<file path="config.mk">
export PLATFORM = sky130hd
export DESIGN_NAME = adc_capture_sequencer
export DESIGN_NICKNAME = d
export VERILOG_FILES = /design/src/rtl/adc_capture_sequencer.sv
export SDC_FILE = /design/constraint.sdc
export NUM_CORES = 1
export LEC_CHECK = 0
export CORE_MARGIN = 2
export CORE_UTILIZATION = 43
export CTS_CLUSTER_SIZE = 24
export DETAILED_ROUTE_END_ITERATION = 6
export GPL_TIMING_DRIVEN = 0
export PLACE_DENSITY = 0.85
export SYNTH_ARGS = -nofsm -noshare
export SYNTH_HDL_FRONTEND = slang
export SYNTH_SLANG_ARGS = --single-unit
export TNS_END_PERCENT = 20
</file>
<file path="constraint.sdc">
create_clock -name CLK -period 1.98 [get_ports CLK]
set_input_delay 0.396 -clock CLK [delete_from_list [all_inputs] [get_ports CLK]]
set_output_delay 0.396 -clock CLK [all_outputs]
set_load 0.01 [all_outputs]
</file>
<file path="src/rtl/adc_capture_sequencer.sv">
// Capture-frame sequencer: arms the ADC capture block, waits for its RAM to fill,
// then streams a two-byte header and every RAM word (LSB first) toward the FT245 path.
module adc_capture_sequencer #(
  parameter int                ADDR_W    = 11,
  parameter logic [ADDR_W-1:0] LAST_ADDR = 11'd2047,
  parameter logic [10:0]       DIV_RESET = 11'd4
) (
  input  logic              CLK,
  input  logic              RST,
  input  logic              CMD_START,
  input  logic              CMD_CONT,
  input  logic              CMD_ABORT,
  input  logic [10:0]       CFG_DIV,
  output logic [10:0]       DIV_OUT,
  output logic              TURN_START,
  input  logic              TURN_DONE,
  output logic [ADDR_W-1:0] RAM_RD_ADDR,
  input  logic [31:0]       RAM_DATA,
  output logic [7:0]        TX_DATA,
  output logic              TX_VALID,
  input  logic              TX_READY,
  output logic              BUSY,
  output logic [15:0]       FRAME_CNT
);

  typedef enum logic [3:0] {
    S_IDLE, S_ARM, S_WAIT_DONE, S_HDR0, S_HDR1, S_RD_ADDR, S_RD_LATCH, S_SEND, S_NEXT
  } state_t;

  state_t            state_q, state_d;
  logic [ADDR_W-1:0] addr_q, addr_d;
  logic [31:0]       word_q, word_d;
  logic [1:0]        byte_q, byte_d;
  logic [10:0]       div_q, div_d;
  logic [15:0]       frame_q, frame_d;

  always_ff @(posedge CLK or negedge RST) begin
    if (!RST) state_q <= S_IDLE;
    else      state_q <= state_d;
  end

  always_ff @(posedge CLK or negedge RST) begin
    if (!RST) begin
      addr_q  <= '0;
      byte_q  <= '0;
      div_q   <= DIV_RESET;
      frame_q <= '0;
    end else begin
      addr_q  <= addr_d;
      byte_q  <= byte_d;
      div_q   <= div_d;
      frame_q <= frame_d;
    end
  end

  // The word buffer is pure data; its content is meaningless until RD_LATCH fills it.
  always_ff @(posedge CLK) begin
    word_q <= word_d;
  end

  // Abort is evaluated first so it wins over start, turn-done and any handshake.
  always_comb begin
    state_d = state_q;
    addr_d  = addr_q;
    word_d  = word_q;
    byte_d  = byte_q;
    div_d   = div_q;
    frame_d = frame_q;
    if (CMD_ABORT) begin
      state_d = S_IDLE;
      addr_d  = '0;
      byte_d  = '0;
    end else begin
      case (state_q)
        S_IDLE: begin
          if (CMD_START) begin
            div_d   = CFG_DIV;
            state_d = S_ARM;
          end
        end
        S_ARM:       state_d = S_WAIT_DONE;
        S_WAIT_DONE: begin
          if (TURN_DONE) begin
            addr_d  = '0;
            state_d = S_HDR0;
          end
        end
        S_HDR0:      if (TX_READY) state_d = S_HDR1;
        S_HDR1:      if (TX_READY) state_d = S_RD_ADDR;
        S_RD_ADDR:   state_d = S_RD_LATCH;
        S_RD_LATCH: begin
          word_d  = RAM_DATA;
          byte_d  = '0;
          state_d = S_SEND;
        end
        S_SEND: begin
          if (TX_READY) begin
            if (byte_q == 2'd3) begin
              byte_d = '0;
              if (addr_q == LAST_ADDR) begin
                state_d = S_NEXT;
              end else begin
                addr_d  = addr_q + 1'b1;
                state_d = S_RD_ADDR;
              end
            end else begin
              byte_d = byte_q + 1'b1;
            end
          end
        end
        S_NEXT: begin
          frame_d = frame_q + 1'b1;
          addr_d  = '0;
          state_d = CMD_CONT ? S_ARM : S_IDLE;
        end
        default: state_d = S_IDLE;
      endcase
    end
  end

  // Pulses and valid are masked by abort in the same cycle so no byte is accepted then.
  always_comb begin
    TURN_START = 1'b0;
    TX_VALID   = 1'b0;
    TX_DATA    = 8'h00;
    case (state_q)
      S_ARM:  TURN_START = !CMD_ABORT;
      S_HDR0: begin
        TX_VALID = !CMD_ABORT;
        TX_DATA  = 8'hA5;
      end
      S_HDR1: begin
        TX_VALID = !CMD_ABORT;
        TX_DATA  = 8'h5A;
      end
      S_SEND: begin
        TX_VALID = !CMD_ABORT;
        TX_DATA  = word_q[{byte_q, 3'b000} +: 8];
      end
      default: ;
    endcase
  end

  assign BUSY        = (state_q != S_IDLE);
  assign DIV_OUT     = div_q;
  assign RAM_RD_ADDR = addr_q;
  assign FRAME_CNT   = frame_q;

endmodule

</file>
==> impl_metrics.env <==
export IMPL_wl_per_cell_um=17.1
export IMPL_min_period_ns=2.17
export IMPL_place_gp_congestion=0.864
export IMPL_io_pins=99
export IMPL_synth_area_sq_um=3440
export IMPL_slew_headroom=0.634
export IMPL_cp_end_kind="output port"
export IMPL_core_area_sq_um=7730
export IMPL_rrSetupSlack_ns=-0.09
export IMPL_io_buffers=98
export IMPL_period_share=1.09
export IMPL_routed_wl_um=8500
export IMPL_drcViolationCount=0
export IMPL_cts_buffers=9
export IMPL_nets=443
export IMPL_cp_max_fo=5
export IMPL_maxCapViolations=0
export IMPL_synth_main_ff_cell="dfrtp_1"
export IMPL_fill_cells=550
export IMPL_clock_tree_buffer_depth=2
export IMPL_finalPower_mw=4.44
export IMPL_synth_area_per_cell_sq_um=13.0
export IMPL_finalSetupViolCount=12
export IMPL_clk_pin_slew_worst_paths_ns=0.08
export IMPL_cellPowerDensity_nw_per_um2=883
export IMPL_ir_worst_vdd_uv=501
export IMPL_synth_warnings=0
export IMPL_max_freq_ghz=0.462
export IMPL_diodes=0
export IMPL_ant_nets=0
export IMPL_design_area_sq_um=5030
export IMPL_critPathRequiredTime_ns=1.58
export IMPL_htree_levels=3
export IMPL_rows=32
export IMPL_crit_start="byte_q[0]"
export IMPL_rsz0062_at_grt="true"
export IMPL_setup_worst_path_start_class="flip-flop"
export IMPL_path_class="flip-flop to output port"
export IMPL_die_y_um=93.5
export IMPL_grt_pass1_wl_um=12900
export IMPL_clock_tree_root_cell="clkbuf_8"
export IMPL_timing_hold_ws_ns=0.480
export IMPL_cp_data_arrival_time_ns=1.77
export IMPL_synth_cell_types=49
export IMPL_slew_violations=0
export IMPL_grt_overflow=0
export IMPL_dr_pass1_iters=4
export IMPL_synthesis_nets=317
export IMPL_setup_slack_ns=-0.185
export IMPL_vias=2731
export IMPL_power_leakage_nw=2.02
export IMPL_dieWidth_um=93.5
export IMPL_ys_seq_area_frac=0.599
export IMPL_place_ws_ns=-0.566
export IMPL_grt_use_total=0.192
export IMPL_synth_edff_count=32
export IMPL_insertion_delay_ns=0.34
export IMPL_netlist_instances=264
export IMPL_status="finished with violations"
export IMPL_postPlaceCellArea_sq_um=4570
export IMPL_hold_viol=0
export IMPL_hpwl_um=5720
export IMPL_area_growth_syn_to_layout_pct=46.0
export IMPL_die_area_sq_um=8740
export IMPL_reg2reg_from="state_q[0]"
export IMPL_numClockSinks=76
export IMPL_worstHoldStart="FRAME_CNT[15]"
export IMPL_drt_iter0_drc=86
export IMPL_grt_max_degree=33
export IMPL_final_util=0.650
export IMPL_routed_via_density=5.49
export IMPL_start_util=0.445
export IMPL_grt_pass1_vias=2751
export IMPL_async_flop_share=0.579
export IMPL_hold_class="flip-flop to flip-flop"
export IMPL_worst_pin_slew_ns=0.549
export IMPL_drive_gt1_frac=0.291
export IMPL_antenna_found_initial=0
export IMPL_synth_seq_cells=76
export IMPL_cts_tree="done"
export IMPL_violations="negative setup slack"
export IMPL_fin_worst_skew_ns=0.00693
[per-layer routing]
metal | up-vias | global-route usage | part of all wire | wire length [um]
met1 | 1354 | 0.237 | 0.40 | 3390
met3 | 18 | 0.0508 | 0.067 | 573
met5 | - | 0 | 0 | 0
met2 | 114 | 0.317 | 0.51 | 4360
met4 | 0 | 0.0870 | 0.022 | 184
li1 | 1245 | - | - | -
[state kept, by name, summed over array words and instances, names as in the netlist]
register	count
DIV_OUT	11
FRAME_CNT	16
RAM_RD_ADDR	11
byte_q	2
state_q	4
word_q	32
[cells by family after synthesis]
| kind of cell | share of synthesized area |
|---|---|
| multiplexers | 0.0981 |
| AND/OR/NAND/NOR | 0.153 |
| XOR/XNOR | 0.0407 |
| adder cells (fa/ha/maj) | 0.0109 |
| AO/OA/AOI/OAI | 0.0811 |
| flip-flops | 0.599 |
| buffers and inverters | 0.0171 |
[cell usage after synthesis (2+ instances only)]
library cell / number / area [sq um]
nand2_1: 22 / 82.6
dfrtp_1: 43 / 1080
o31ai_1: 2 / 15.0
nor2b_1: 6 / 37.5
clkbuf_1: 7 / 26.3
ha_1: 3 / 37.5
o21ai_0: 8 / 40.0
a21o_1: 2 / 15.0
or2_2: 2 / 12.5
edfxtp_1: 32 / 961
mux4_2: 8 / 180
o311ai_1: 5 / 43.8
xor2_1: 5 / 43.8
and3_1: 7 / 43.8
or3_1: 2 / 12.5
o22a_1: 2 / 17.5
nand2b_1: 3 / 18.8
nor2_1: 9 / 33.8
buf_2: 5 / 25.0
a211oi_1: 2 / 15.0
xnor2_1: 11 / 96.3
and2_1: 6 / 37.5
a22o_1: 2 / 17.5
a21oi_1: 8 / 40.0
nor3_1: 8 / 40.0
nand3_1: 10 / 50.1
and4_1: 5 / 43.8
nand4_1: 5 / 31.3
mux2_2: 14 / 158
[stage by stage]
step           setup TNS [ns]  std cells
3_3_place_gp           -50.44        464
4_1_cts                 -1.91        488
2_1_floorplan         -0.0291        264
5_1_grt                 -2.47        497
6_report                -1.33        497
3_5_place_dp           -24.06        465
[layout by cell type, fill, tap and decap left out, drive strengths merged, types with 3 or more instances in the layout]
cell type      count
clkdlybuf4s50     85
dfrtp             43
buf               36
edfxtp            32
nand2             23
clkbuf            15
mux2              14
xnor2             11
nand3             10
nor2               9
nor3               9
o21ai              9
mux4               8
a21oi              8
and3               7
and2               6
nor2b              6
xor2               5
nand4              5
and4               5
o311ai             5
nand2b             4
ha                 3
clkinvlp           3
clkinv             3
[worst max-delay path, stage by stage (launching register included)]
cell and delay (ns):
dfrtp_2 0.41, buf_8 0.14, mux4_2 0.51, nor2b_2 0.14, nor3_2 0.05, buf_2 0.16
[area by class of cell]
cell class | count | area [sq um] | share of cell area
Timing Repair Buffer | 116 | 1090 | 0.218
Multi-Input combinational cell | 174 | 1470 | 0.292
Sequential cell | 76 | 2070 | 0.411
Clock inverter | 6 | 41.3 | 0.00822
Tap cell | 102 | 128 | 0.0254
Clock buffer | 10 | 128 | 0.0254
Buffer | 12 | 100 | 0.0199
Inverter | 1 | 3.75 | 0.000747
[worst paths after layout]
path	to	depth (start not counted)
setup / recovery	TX_DATA[5]	5
hold / removal	FRAME_CNT[15]	1
setup reg to reg	state_q[0]	6
hold reg to reg	FRAME_CNT[15]	1
max in group asynchronous	DIV_OUT[2]	3
min in group asynchronous	RAM_RD_ADDR[6]	2
[power by group]
group / internal, mW / switching [mW] / total, mW
Combinational: 0.803 / 0.703 / 1.51
Sequential: 1.82 / 0.105 / 1.92
Clock: 0.452 / 0.559 / 1.01
[what timing repair did]
action	4_1_cts	5_1_grt
resized for setup	77	37
hold endpoints to repair	16	0
hold buffers	1	0
pin swaps	6	8
setup buffers	5	11
cloned	1	0
endpoints found under the setup margin	55	24
Power figures use the tool's default switching activity.
